===== src/rtl/index_sequencer.sv =====
`default_nettype none
// +------------------------------------------------------------------------+
// | index_sequencer                                                        |
// | Emits 3-bit converter table indices 0..LAST_IDX (or reverse), each     |
// | held TICK_DIV cycles. Optional pause input enabled by SEQ_PAUSE_EN.    |
// | Revision: 1.0                                                          |
// +------------------------------------------------------------------------+
module index_sequencer #(
  parameter int TICK_DIV = 4,
  parameter int LAST_IDX = 7
) (
  input  logic       clk_i,
  input  logic       rst_n_i,
  input  logic       start_i,
  input  logic       stop_i,
  input  logic       dir_i,
  input  logic       loop_i,
`ifdef SEQ_PAUSE_EN
  input  logic       pause_i,
`endif
  output logic [2:0] data_o,
  output logic       valid_o,
  output logic       busy_o,
  output logic       done_o
);

  localparam int c_cnt_w = (TICK_DIV > 1) ? $clog2(TICK_DIV) : 1;
  localparam logic [c_cnt_w-1:0] c_term = c_cnt_w'(TICK_DIV - 1);
  localparam logic [c_cnt_w-1:0] c_one  = c_cnt_w'(1);
  localparam logic [2:0]         c_last = 3'(LAST_IDX);

  typedef enum logic [1:0] {
    ST_IDLE = 2'd0,
    ST_RUN  = 2'd1,
    ST_DONE = 2'd2
  } state_t;

  state_t               r_state;
  state_t               w_state_nxt;
  logic [c_cnt_w-1:0]   r_presc;
  logic [c_cnt_w-1:0]   w_presc_nxt;
  logic [2:0]           r_data;
  logic [2:0]           w_data_nxt;
  logic                 r_dir;
  logic                 w_dir_nxt;
  logic                 w_pause;
  logic                 w_at_term;
  logic                 w_at_last;
  logic [2:0]           w_first;
  logic [2:0]           w_step;

`ifdef SEQ_PAUSE_EN
  assign w_pause = pause_i;
`else
  assign w_pause = 1'b0;
`endif

  // Direction-dependent pass boundaries use the latched direction.
  assign w_at_term = (r_presc == c_term);
  assign w_at_last = (r_data == (r_dir ? 3'd0 : c_last));
  assign w_first   = r_dir ? c_last : 3'd0;
  assign w_step    = r_dir ? (r_data - 3'd1) : (r_data + 3'd1);

  always_ff @(posedge clk_i) begin
    if (!rst_n_i) begin
      r_state <= ST_IDLE;
      r_presc <= '0;
      r_data  <= 3'd0;
      r_dir   <= 1'b0;
    end else begin
      r_state <= w_state_nxt;
      r_presc <= w_presc_nxt;
      r_data  <= w_data_nxt;
      r_dir   <= w_dir_nxt;
    end
  end

  always_comb begin
    w_state_nxt = r_state;
    w_presc_nxt = r_presc;
    w_data_nxt  = r_data;
    w_dir_nxt   = r_dir;
    case (r_state)
      ST_IDLE: begin
        if (start_i && !stop_i) begin
          w_state_nxt = ST_RUN;
          w_presc_nxt = '0;
          w_dir_nxt   = dir_i;
          w_data_nxt  = dir_i ? c_last : 3'd0;
        end
      end
      ST_RUN: begin
        if (stop_i) begin
          w_state_nxt = ST_IDLE;
        end else if (!w_pause) begin
          if (w_at_term) begin
            w_presc_nxt = '0;
            if (!w_at_last) begin
              w_data_nxt = w_step;
            end else if (loop_i) begin
              w_data_nxt = w_first;
            end else begin
              w_state_nxt = ST_DONE;
            end
          end else begin
            w_presc_nxt = r_presc + c_one;
          end
        end
      end
      ST_DONE: begin
        w_state_nxt = ST_IDLE;
      end
      default: begin
        w_state_nxt = ST_IDLE;
      end
    endcase
  end

  assign data_o  = r_data;
  assign valid_o = (r_state == ST_RUN);
  assign busy_o  = (r_state == ST_RUN);
  assign done_o  = (r_state == ST_DONE);

endmodule
`default_nettype wire


===== config.mk =====
export PLATFORM = sky130hd
export DESIGN_NAME = index_sequencer
export DESIGN_NICKNAME = d
export VERILOG_FILES = /design/src/rtl/index_sequencer.sv
export SDC_FILE = /design/constraint.sdc
export NUM_CORES = 1
export LEC_CHECK = 0
export ABC_AREA = 1
export CAP_MARGIN = 20
export CORE_MARGIN = 2
export CORE_UTILIZATION = 42
export CTS_CLUSTER_DIAMETER = 150
export DETAILED_ROUTE_END_ITERATION = 10
export PLACE_DENSITY = 0.71
export SKIP_CTS_REPAIR_TIMING = 1
export SLEW_MARGIN = 20
export SYNTH_ARGS = -nofsm -noshare
export SYNTH_HDL_FRONTEND = slang
export SYNTH_SLANG_ARGS = --single-unit

===== constraint.sdc =====
create_clock -name clk_i -period 1.4 [get_ports clk_i]
set_input_delay 0.14 -clock clk_i [delete_from_list [all_inputs] [get_ports clk_i]]
set_output_delay 0.14 -clock clk_i [all_outputs]
set_load 0.1 [all_outputs]

### After elaboration in Yosys (flattened, before gate mapping)

Index checks and enable logic that the tools add are counted.

| cells by class | value |
|---|---|
| add/sub/neg operators | 3 |
| equality and inequality tests | 11 |
| muxes and demuxes | 20 |
| reductions and logical operators | 8 |

Operators by type and width:

| cell | number |
|---|---|
| two-way mux 3 bit | 9 |
| two-way mux 2 bit | 8 |
| case mux 2 bit (2 select lines) | 2 |
| inequality test 3 x 2 -> 1 bit (second input constant) | 2 |
| inequality test 3 bit (second input constant) | 2 |
| case mux 3 bit (2 select lines) | 1 |
| AND reduction 5 bit | 1 |
| equality test 2 bit (second input constant) | 2 |
| inequality test 2 bit (second input constant) | 2 |
| AND reduction 4 bit | 1 |
| adder 3 x 1 -> 3 bit (second input constant) | 1 |
| equality test 3 bit | 1 |
| AND reduction 3 bit | 1 |
| subtractor 3 x 1 -> 3 bit (second input constant) | 1 |
| adder 2 x 1 -> 2 bit (second input constant) | 1 |
| equality test 2 x 1 -> 1 bit (second input constant) | 1 |
| zero test 2 bit | 1 |
| inequality test 2 x 1 -> 1 bit (second input constant) | 1 |
| AND reduction 2 bit | 1 |
| nonzero test 2 bit | 1 |
| logical AND 1 bit | 1 |
| zero test 1 bit | 1 |

| storage, ports and cells | value |
|---|---|
| bits in registers | 8 |
| bits of input ports | 6 |
| word-level logic and storage cells | 46 |

### Longest topological paths before layout

Gate-level depths: netlist (run 1).

| depth | value |
|---|---|
| depth in word-level cells | 6 |
| depth in mapped cells | 9 |
| gate-level depth less buffers | 9 |

### Worst setup path before layout (run 1)

No wires, ideal clock.

| timing path | value |
|---|---|
| path type | reg-to-reg |
| start point | register r_data[0], in the netlist data_o[0] |
| end point | register r_data[2], in the netlist data_o[2] |
| setup time | 0.070 ns |
| arrival time | 2.105 ns |
| setup slack | -0.774 ns |
| cell stages (with the launch flop) | 9 |
| path buffers | 0 |
| cells stage by stage | dfxtp_1 inv_1 fa_1 nand3b_1 nand2_1 nand2_1 nand2_1 nand2_1 a21oi_1 |

| on the way | value |
|---|---|
| cells in the longest elaborated chain, start to end | 6 |
| elaborated cells between the ends (all ways) | 10 |
| classes of those cells | add/sub (2); eq/ne (2); mux (5); reduce/logical (1) |

Ends and longest elaborated chain:

| element | RTL line | source |
|---|---|---|
| from (decl) | 42 | `logic [2:0] r_data;` |
| from (signal assigned) | 73 | `r_data <= w_data_nxt;` |
| adder 3 x 1 -> 3 bit / subtractor 3 x 1 -> 3 bit (equally long branches) | 62 | `assign w_step = r_dir ? (r_data - 3'd1) : (r_data + 3'd1);` |
| two-way mux 3 bit | 62 |  |
| two-way mux 3 bit | 98 | `if (!w_at_last) begin` |
| two-way mux 3 bit | 96 | `if (w_at_term) begin` |
| two-way mux 3 bit | 93 | `if (stop_i) begin` |
| case mux 3 bit (2 select lines) | 83 | `case (r_state)` |

Parallel ways exist; a longest one is shown, timed or not. The select of a mux whose other input is x is not followed.
A chain may end at the register's enable or synchronous reset.

### Worst setup path in the final report (run 1)

| timing path | value |
|---|---|
| start point | register r_data[1], in the netlist data_o[1] |
| end point | register r_state[0] |

| on the way | value |
|---|---|
| cells in the longest elaborated chain, start to end | 3 |

Ends and longest elaborated chain:

| element | RTL line | source |
|---|---|---|
| equality test 3 bit | 60 | `assign w_at_last = (r_data == (r_dir ? 3'd0 : c_last));` |
| inequality test 3 x 2 -> 1 bit (no line) | - |  |
| AND reduction 4 bit (no line) | - |  |
| to (signal assigned) | 71 | `r_state <= w_state_nxt;` |
| to (decl) | 38 | `state_t r_state;` |

No other way between the ends.

==> results of run 1 <==
-- power by group --
part | switching (mW) | internal [mW] | leakage (nW)
sequential | 0.0232 | 0.250 | 0.0690
combinational | 0.226 | 0.152 | 0.317
clock | 0.0976 | 0.110 | 0.0150
total | 0.347 | 0.512 | 0.401
-- synthesized netlist by cell type --
library cell  count  area share [%]
a21oi_1           5             4.6
a21oi_2           1             1.6
buf_4             1             1.4
dfxtp_1           8              29
fa_1              1             3.7
ha_1              2             4.6
inv_1            12             8.2
inv_2             1            0.68
nand2_1          23              16
nand2_2           5             5.7
nand3_1           5             4.6
nand3_2           1             1.8
nand3b_1          1             1.4
nor2_1            7             4.8
nor2_2            1             1.1
nor2_4            2             4.1
nor3_1            1            0.91
nor3b_1           1             1.4
nor4_1            1             1.1
o21ai_0           2             1.8
xnor2_1           1             1.6
-- metrics by stage --
step,util (%),setup WS [ns]
3_3_place_gp,64.3,0.00859
6_report,69.5,0.0507
2_1_floorplan,-,-0.140
4_1_cts,66.4,0.00897
5_1_grt,69.5,-0.0320
3_5_place_dp,64.3,-0.0521
-- metal layers --
metal / up-vias / track usage (%)
li1: 306 / -
met1: 256 / 25.1
met5: - / 0
met2: 10 / 31.0
met3: 2 / 8.33
met4: 0 / 12.9
-- cells by family after synthesis --
| kind of cell | after synthesis | synth area share, % |
|---|---|---|
| buffers and inverters | 14 | 10.3 |
| adders and majority gates | 3 | 8.22 |
| AOI/OAI and AO/OA | 8 | 7.99 |
| xor gates and xnor gates | 1 | 1.60 |
| DFF | 8 | 29.2 |
| and+or+nand+nor | 48 | 42.7 |
-- worst max-delay path by stage --
stage                         start    endpoint  slack [ns]
after floorplan           data_o[0]   data_o[2]       -0.14
after global placement       stop_i   data_o[0]       0.009
after detailed placement     stop_i   data_o[2]       -0.05
after CTS                     r_dir   data_o[2]       0.009
after global routing      data_o[1]   data_o[2]       -0.03
final                     data_o[1]  r_state[0]        0.05
-- flip-flops by register name (all words and copies together) (netlist names) --
register,cells
r_dir,1
r_presc,2
data_o,3
r_state,2
-- worst reg2reg max path: cells and delay by family (launching register included) --
kind / cells / cell delay [ns]
AND/OR/NAND/NOR: 6 / 0.58
flip-flops: 1 / 0.36
adder cells (fa/ha/maj): 1 / 0.27
buffers and inverters: 1 / 0.04
-- cell type report --
class,instances,area [um^2],share of cell area (%)
repair buffers,21,245,28.2
multi-input cells,60,350,40.2
flip-flops and latches,8,175,20.1
clock buffers,4,26.3,3.02
inverters,13,55.1,6.32
well taps,15,18.8,2.16
-- placed cells by master (no fill, tap or decap), types with 3 or more instances in the layout --
cell type         n
dfxtp_4           3
nor2_1            5
clkbuf_4          3
a21oi_1           4
buf_4            10
buf_12            6
inv_2             3
dfxtp_2           3
inv_1             8
nor2_2            3
nand2_1          22
nand3_1           5
clkdlybuf4s50_1   5
nand2_2           5
==> summary.md, run 1 <==
| Metric | Value |
|---|---|
| Status | completed |
| Vias/cell | 4.74 |
| DR iter-0 viols | 13 |
| FF+latch count, synth | 8 |
| Worst Setup Path Type | register to register |
| Remaining DRCs | 0 |
| Leak | 0.401 nW |
| Most used cell along the critical path | nand2_1 |
| RSZ-0062 raised after global routing | true |
| Post-synthesis sequential area ratio | 29.2% |
| Global placer's final weighted congestion | 0.824 |
| Post-DRT Antenna Nets | 0 |
| Layout cell share with drive strength beyond 1 | 42.5% |
| First-pass GRT wire length | 2.15 mm |
| CP Launch Type | register |
| CP Data Required Time | 1.56 ns |
| Largest net degree at the start of global routing | 9 |
| Largest fanout on the critical path | 4 |
| Pre-Repair DR Iteration Count | 4 |
| Final Cycle Share | 96.4% |
| Maximum VDD drop | 664 uV |
| Final instance area | 871 um^2 |
| Worst Hold End | r_state[1] |
| Max Used Layer | met4 |
| Hold Path Origin | loop_i |
| Delay-heaviest family, CP | simple AND/OR/NAND/NOR gates |
| Worst slew margin | 82.1% |
| Hold crit path type | primary input to register |
| Grt total ovfl | 0 |
| Vias in the first global route | 506 |
| Core area | 1250 um^2 |
| Max incr delay on CP | 0.36 ns |
| Pwr Total | 0.859 mW |
| CTS Buf Count | 3 |
| Crit. End Element | register |
| Std-Cell Rows | 13 |
| Clk sink count | 8 |
| Die Width | 40.1 um |
| Layout Cells excl Fill | 121 |
| Net Count, Synth | 91 |
| Initial antenna violation count | 0 |
| Worst-Margin Slew | 0.268 ns |
| Via count | 574 |
| Hold WS | 0.472 ns |
| Syn_area_per_cell | 6.68 um^2 |
| CP cell instances | ha_1, nand2_1, nor2_4, nand2_2, nor3_1, nand2_1, nand3_1, inv_1 |
| Max Slew Vio Count | 0 |
| Root Buffer | clkbuf_4 |
| Antenna Cells | 0 |
| CTS max path bufs | 2 |
| Worst skew pair latency | 0.27 ns |
| Placed Cells | 113 |
| Total stage count of the critical path | 8 |
| CTS clk-pin slew, worst paths | 0.06 ns |
| Mapped Area | 548 um^2 |
| Critical path data arrival time | 1.51 ns |
| Final setup vio count | 0 |
| Mapped Cells | 82 |
| Area Growth Syn to Fin | 58.9% |
| Setup TNS | 0 ns |
| Depth of the worst hold-timing path | 2 |
| Die height | 40.1 um |
| Worst reg2reg path depth | 8 |
| Cell variety after synth | 21 |
| Initial Util | 43.8% |
| FILL cells | 99 |
| Yosys warning count | 0 |
| Layout Nets | 116 |
| CTS tree | yes |
| Global router's overall resource usage | 21.0% |
| CP bufs+invs | 1 |
| WL met3 | 57 um |
| Final hold violation count | 0 |
| WL/cell | 10.7 um |
| Total wire length | 1.30 mm |
| Crit path time final | 1.35 ns |
| DP Area | 806 um^2 |
| R2r setup slk | 0.05 ns |
| RR Endpoint | r_state[0] |
| Number of H-tree levels | 1 |
| Routed wl met2 | 626 um |
| Launching point of the worst reg2reg path | data_o[1] |
| Met1 Wirelength | 602 um |
| Max Fclk | 741 MHz |
| Max cap viols | 0 |
| I/O Pins | 12 |
| Dpl hpwl | 990 um |
| Clock Skew | 0.00200 ns |
| CP max stage cell | dfxtp_4 |
| Die area | 1610 um^2 |
| Power Density | 986 nW/um^2 |
| Port Buf Inserts | 11 |
No activity file was read; power rests on OpenSTA's default activity.
==> run 2: changes to the inputs <==
- MAX_ROUTING_LAYER: default -> met4
- SLEW_MARGIN: 20 -> 15
==> run 2 against run 1 <==
  * Sequential power is essentially flat
  * Global-route usage grew 0.24 points
  * Worst hold slack lost 0.0082 ns
  * Maximum frequency grew 0.49%
  * Design area is the same
  * Sequential share of layout area is the same
  * Critical path type unchanged
  * Largest cell class unchanged
  * Largest power group unchanged
==> summary.md, run 2 (synthesized netlist as in run 1, its figures left out) <==
| Metric | Value |
|---|---|
| DP Area | 806 um^2 (unchanged) |
| Critical path data arrival time | 1.51 ns (about the same) |
| Final setup vio count | 0 (unchanged) |
| Post-Place Setup Slack | -0.0521 ns (unchanged) |
| Vias/cell | 4.69 (-1.0%) |
| Antenna Cells | 0 (unchanged) |
| Layout Cells excl Fill | 121 (unchanged) |
| Clk sink count | 8 (unchanged) |
| Worst reg2reg path depth | 8 (unchanged) |
| Worst skew pair latency | 0.27 ns (about the same) |
| Die area | 1610 um^2 (unchanged) |
| Power Density | 991 nW/um^2 (+0.53%) |
| Met1 Wirelength | 606 um (+0.66%) |
| Max cap viols | 0 (unchanged) |
| RSZ-0062 raised after global routing | true |
| Area Growth Syn to Fin | 58.9% (unchanged) |
| Layout cell share with drive strength beyond 1 | 42.5% (unchanged) |
| Number of H-tree levels | 1 (unchanged) |
| Die height | 40.1 um (unchanged) |
| CTS tree | yes |
| Clock Skew | 0.00541 ns (+0.00341 ns) |
| Final Cycle Share | 95.9% (-0.47 points) |
| First-pass GRT wire length | 2.14 mm (-0.28%) |
| Max Used Layer | met4 |
| Most common cell after layout, fill and taps aside | nand2_1 |
| Remaining DRCs | 0 (unchanged) |
| CTS max path bufs | 2 (unchanged) |
| Layout Nets | 116 (unchanged) |
| Leak | 0.401 nW (unchanged) |
| Crit. End Element | register |
| Maximum VDD drop | 672 uV (+1.2%) |
| Initial antenna violation count | 0 (unchanged) |
| CTS Buf Count | 3 (unchanged) |
| Largest net degree at the start of global routing | 9 (unchanged) |
| CP Launch Type | register |
| Max Slew Vio Count | 0 (unchanged) |
| Grt total ovfl | 0 (unchanged) |
| Crit path time final | 1.34 ns (-0.00659 ns) |
| Hold crit path type | primary input to register |
| Vias in the first global route | 514 (+1.6%) |
| Post-DRT Antenna Nets | 0 (unchanged) |
| CTS clk-pin slew, worst paths | 0.07 ns (about the same) |
| Initial Util | 43.8% (unchanged) |
| Final setup margin | 0.0573 ns (+0.00659 ns) |
| Routed wl met2 | 618 um (-1.3%) |
| Placed Cells | 113 (unchanged) |
| Global router's overall resource usage | 21.2% (+0.24 points) |
| CP Data Required Time | 1.57 ns (about the same) |
| Core area | 1250 um^2 (unchanged) |
| Depth of the worst hold-timing path | 2 (unchanged) |
| Root Buffer | clkbuf_4 |
| Dpl hpwl | 990 um (unchanged) |
| Pre-Repair DR Iteration Count | 4 (unchanged) |
| Global placer's final weighted congestion | 0.836 (+1.5%) |
| Most frequent cells in the layout | 22 x nand2_1, 10 x buf_4, 8 x inv_1 |
| Max Fclk | 745 MHz (+0.49%) |
| Port Buf Inserts | 11 (unchanged) |
| Final instance area | 871 um^2 (unchanged) |
| Status | completed |
| Die Width | 40.1 um (unchanged) |
| Largest register FFs | 3 (unchanged) |
| Worst-Margin Slew | 0.272 ns (+0.00332 ns) |
| I/O Pins | 12 (unchanged) |
| Worst slew margin | 81.8% (-0.22 points) |
| FILL cells | 99 (unchanged) |
| Total wire length | 1.31 mm (+0.62%) |
| Worst Setup Path Type | register to register |
| WL met3 | 52 um (-8.8%) |
| DR iter-0 viols | 16 (+3) |
| Largest fanout on the critical path | 4 (unchanged) |
| Via count | 568 (-1.0%) |
| Std-Cell Rows | 13 (unchanged) |
| Final hold violation count | 0 (unchanged) |
| WL/cell | 10.8 um (+0.62%) |
run 2: final timing paths:
kind               from          to  slack, ns
max           data_o[1]  r_state[0]       0.06
min              loop_i  r_state[1]       0.46
max reg2reg   data_o[1]  r_state[0]       0.06
min reg2reg  r_presc[1]  r_presc[1]       0.55
run 2: area by class of cell:
class	count	area [um^2]	share of cell area [%]
timing repair buffer	21	245	28.2
multi-input combinational	60	350	40.2
tap	15	18.8	2.16
inverter	13	55.1	6.32
sequential	8	175	20.1
clock buffer	4	26.3	3.02
run 2: stage by stage:
step,util (%),hold WS [ns],total power [mW],setup TNS (ns)
finish,69.5,0.464,0.863,0
global route,69.5,0.467,0.912,-0.0419
CTS,66.4,0.467,0.849,0
detailed placement,64.3,0.542,0.640,-0.138
global placement,64.3,0.497,0.633,0
floorplan,-,0.210,0.514,-0.312
run 2: metal layers:
metal / vias to the layer above / track usage, %
li1: 302 / -
met1: 251 / 25.1
met2: 10 / 31.0
met3: 5 / 6.67
met4: 0 / 12.9
met5: - / -
run 2: critical path, stage by stage, from the launching register on:
cell	delay (ns)
dfxtp_4	0.36
ha_1	0.27
nand2_1	0.08
nor2_4	0.12
nand2_2	0.09
nor3_1	0.13
nand2_1	0.08
nand3_1	0.08
inv_1	0.04
run 2: power breakdown:
part	internal, mW	leakage [nW]	switching (mW)
Sequential	0.250	0.0690	0.0229
Clock	0.110	0.0150	0.102
Combinational	0.152	0.317	0.226
Total	0.512	0.401	0.351
==> run 3: changes to the inputs <==
- CORE_MARGIN: 2 -> 1
==> run 3 against run 2 <==
  * Count of clock-buffer cells in the layout unchanged
  * Flip-flop and latch count is the same
  * Highest routed layer unchanged
  * Non-clock buffer count shrank 3
==> summary.md, run 3 (synthesized netlist as in run 1, its figures left out) <==
| Metric | Value |
|---|---|
| Core area | 1160 um^2 (-7.7%) |
| Area Growth Syn to Fin | 55.5% |
| Clk sink count | 8 (unchanged) |
| Total wire length | 1.27 mm (-2.9%) |
| CTS clk-pin slew, worst paths | 0.06 ns (about the same) |
| Hold crit path type | primary input to register |
| Final setup vio count | 0 (unchanged) |
| Global router's overall resource usage | 22.2% (+1.0 points) |
| Dpl hpwl | 1.02 mm (+2.7%) |
| Leak | 0.385 nW (-3.9%) |
| Launching point of the worst reg2reg path | data_o[1] |
| Critical path data arrival time | 1.51 ns (about the same) |
| Die area | 1450 um^2 (-9.7%) |
| Switch share | 40.1% (-0.60 points) |
| Clock power share | 22.7% (-1.9 points) |
| Initial Util | 47.4% (+3.6 points) |
| Most used cell along the critical path | nand2_1 |
| Grt total ovfl | 0 (unchanged) |
| Maximum VDD drop | 560 uV (-17%) |
| Worst slew margin | 85.1% (+3.3 points) |
| CTS Buf Count | 3 (unchanged) |
| Via count | 576 (+1.4%) |
| Layout cell share with drive strength beyond 1 | 40.8% (-1.7 points) |
| Power Density | 994 nW/um^2 (+0.27%) |
| Post-DRT Antenna Nets | 0 (unchanged) |
| Most frequent cells in the layout | 22 x nand2_1, 8 x inv_1, 7 x buf_4 |
| Pint | 0.507 mW (-0.89%) |
| Final hold violation count | 0 (unchanged) |
| Combinational group share of total power | 45.2% (+1.4 points) |
| Worst-Margin Slew | 0.221 ns (-0.0502 ns) |
| Grt met1 use | 28.6% (+3.5 points) |
| Initial antenna violation count | 0 (unchanged) |
| Met3 global-route usage | 5.23% (-1.4 points) |
| Layout Cells excl Fill | 117 (-3.3%) |
| Delay-heaviest family, CP | simple AND/OR/NAND/NOR gates |
| CP max stage cell | dfxtp_4 |
| RSZ-0062 raised after global routing | true |
| Sequential share of power | 32.1% (+0.5 points) |
| Max Fclk | 735 MHz (-1.3%) |
| Vias/cell | 4.92 (+4.9%) |
| I/O Pins | 12 (unchanged) |
| Die height | 38.1 um (-5.0%) |
| Crit path time final | 1.36 ns (+0.0176 ns) |
| Layout Nets | 113 (-2.6%) |
| Max cap viols | 0 (unchanged) |
| CP Launch Type | register |
| CTS tree | yes |
| Final core utilization | 73.7% (+4.2 points) |
| Worst Setup Path Type | register to register |
| Std-Cell Rows | 12 (-1) |
| Placed Cells | 112 (-0.88%) |
| First-pass GRT wire length | 2.15 mm (+0.28%) |
| Global placer's final weighted congestion | 0.780 (-6.7%) |
| DR iter-0 viols | 17 (+1) |
| Final Cycle Share | 97.2% (+1.3 points) |
| Max incr delay on CP | 0.35 ns (about the same) |
| Number of H-tree levels | 1 (unchanged) |
| Port Buf Inserts | 11 (unchanged) |
| Root Buffer | clkbuf_4 |
| Met2 Usage GRT | 32.6% (+1.6 points) |
| Vias in the first global route | 509 (-0.97%) |
| CTS max path bufs | 2 (unchanged) |
| Remaining DRCs | 0 (unchanged) |
| CP cell instances | ha_1, nand2_1, nor2_4, nand2_2, nor3_1, nand2_1, nand3_1, inv_1 |
| Worst Setup SP | data_o[1] |
| WL/cell | 10.8 um (+0.41%) |
| Die Width | 38.1 um (-5.0%) |
| Max Slew Vio Count | 0 (unchanged) |
| Hold Path Origin | loop_i |
| Status | completed |
| Crit. End Element | register |
| Most common cell after layout, fill and taps aside | nand2_1 |
| Antenna Cells | 0 (unchanged) |
| CP Data Required Time | 1.55 ns (-0.02 ns) |
| Switching power | 0.340 mW (-3.4%) |
| CP bufs+invs | 1 (unchanged) |
| Pwr Total | 0.847 mW (-1.9%) |
| Worst skew pair latency | 0.26 ns (about the same) |
| Largest register FFs | 3 (unchanged) |
| Largest net degree at the start of global routing | 9 (unchanged) |
| Pre-Repair DR Iteration Count | 4 (unchanged) |
| Busiest grt layer | met2 |
| Largest fanout on the critical path | 4 (unchanged) |
| Clock Skew | 0.00823 ns (+0.00282 ns) |
run 3: cell types whose count changed in the layout (fill, tap and decap cells not counted), sizes merged:
cell / delta
buf: -3
run 3: power groups by stage:
stage | Combinational (mW) | Clock, mW | Sequential [mW]
floorplan | 0.171 | 0 | 0.343
global placement | 0.354 | 0 | 0.277
detailed placement | 0.363 | 0 | 0.278
CTS | 0.364 | 0.201 | 0.273
global route | 0.408 | 0.217 | 0.275
finish | 0.382 | 0.192 | 0.272
run 3: through the flow:
stage | instance area, um^2 | hold WS (ns) | setup TNS (ns) | setup WS (ns)
after floorplan | 579 | 0.210 | -0.312 | -0.140
after global placement | 805 | 0.502 | 0 | 0.000165
after detailed placement | 805 | 0.510 | -0.140 | -0.0568
after CTS | 831 | 0.494 | -0.0591 | -0.0591
after global routing | 852 | 0.500 | -0.0643 | -0.0308
final | 852 | 0.499 | 0 | 0.0397
run 3: layer usage:
metal,routed length (um),vias to the layer above
li1,-,299
met1,601,256
met4,41,0
met3,50,4
met5,0,-
met2,575,17
run 3: worst paths after layout:
path	end	slack (ns)	depth (start not counted)
worst max-delay path	r_state[0]	0.04	8
worst min-delay path	r_state[1]	0.50	2
worst max register to register	r_state[0]	0.04	8
worst min register to register	r_presc[1]	0.52	2
run 3: final cells by class:
class / count / area [um^2]
inverters: 13 / 55.1
clock buffers: 4 / 26.3
multi-input cells: 60 / 355
repair buffers: 18 / 223
fillers: 90 / 304
flip-flops and latches: 8 / 175
well taps: 14 / 17.5
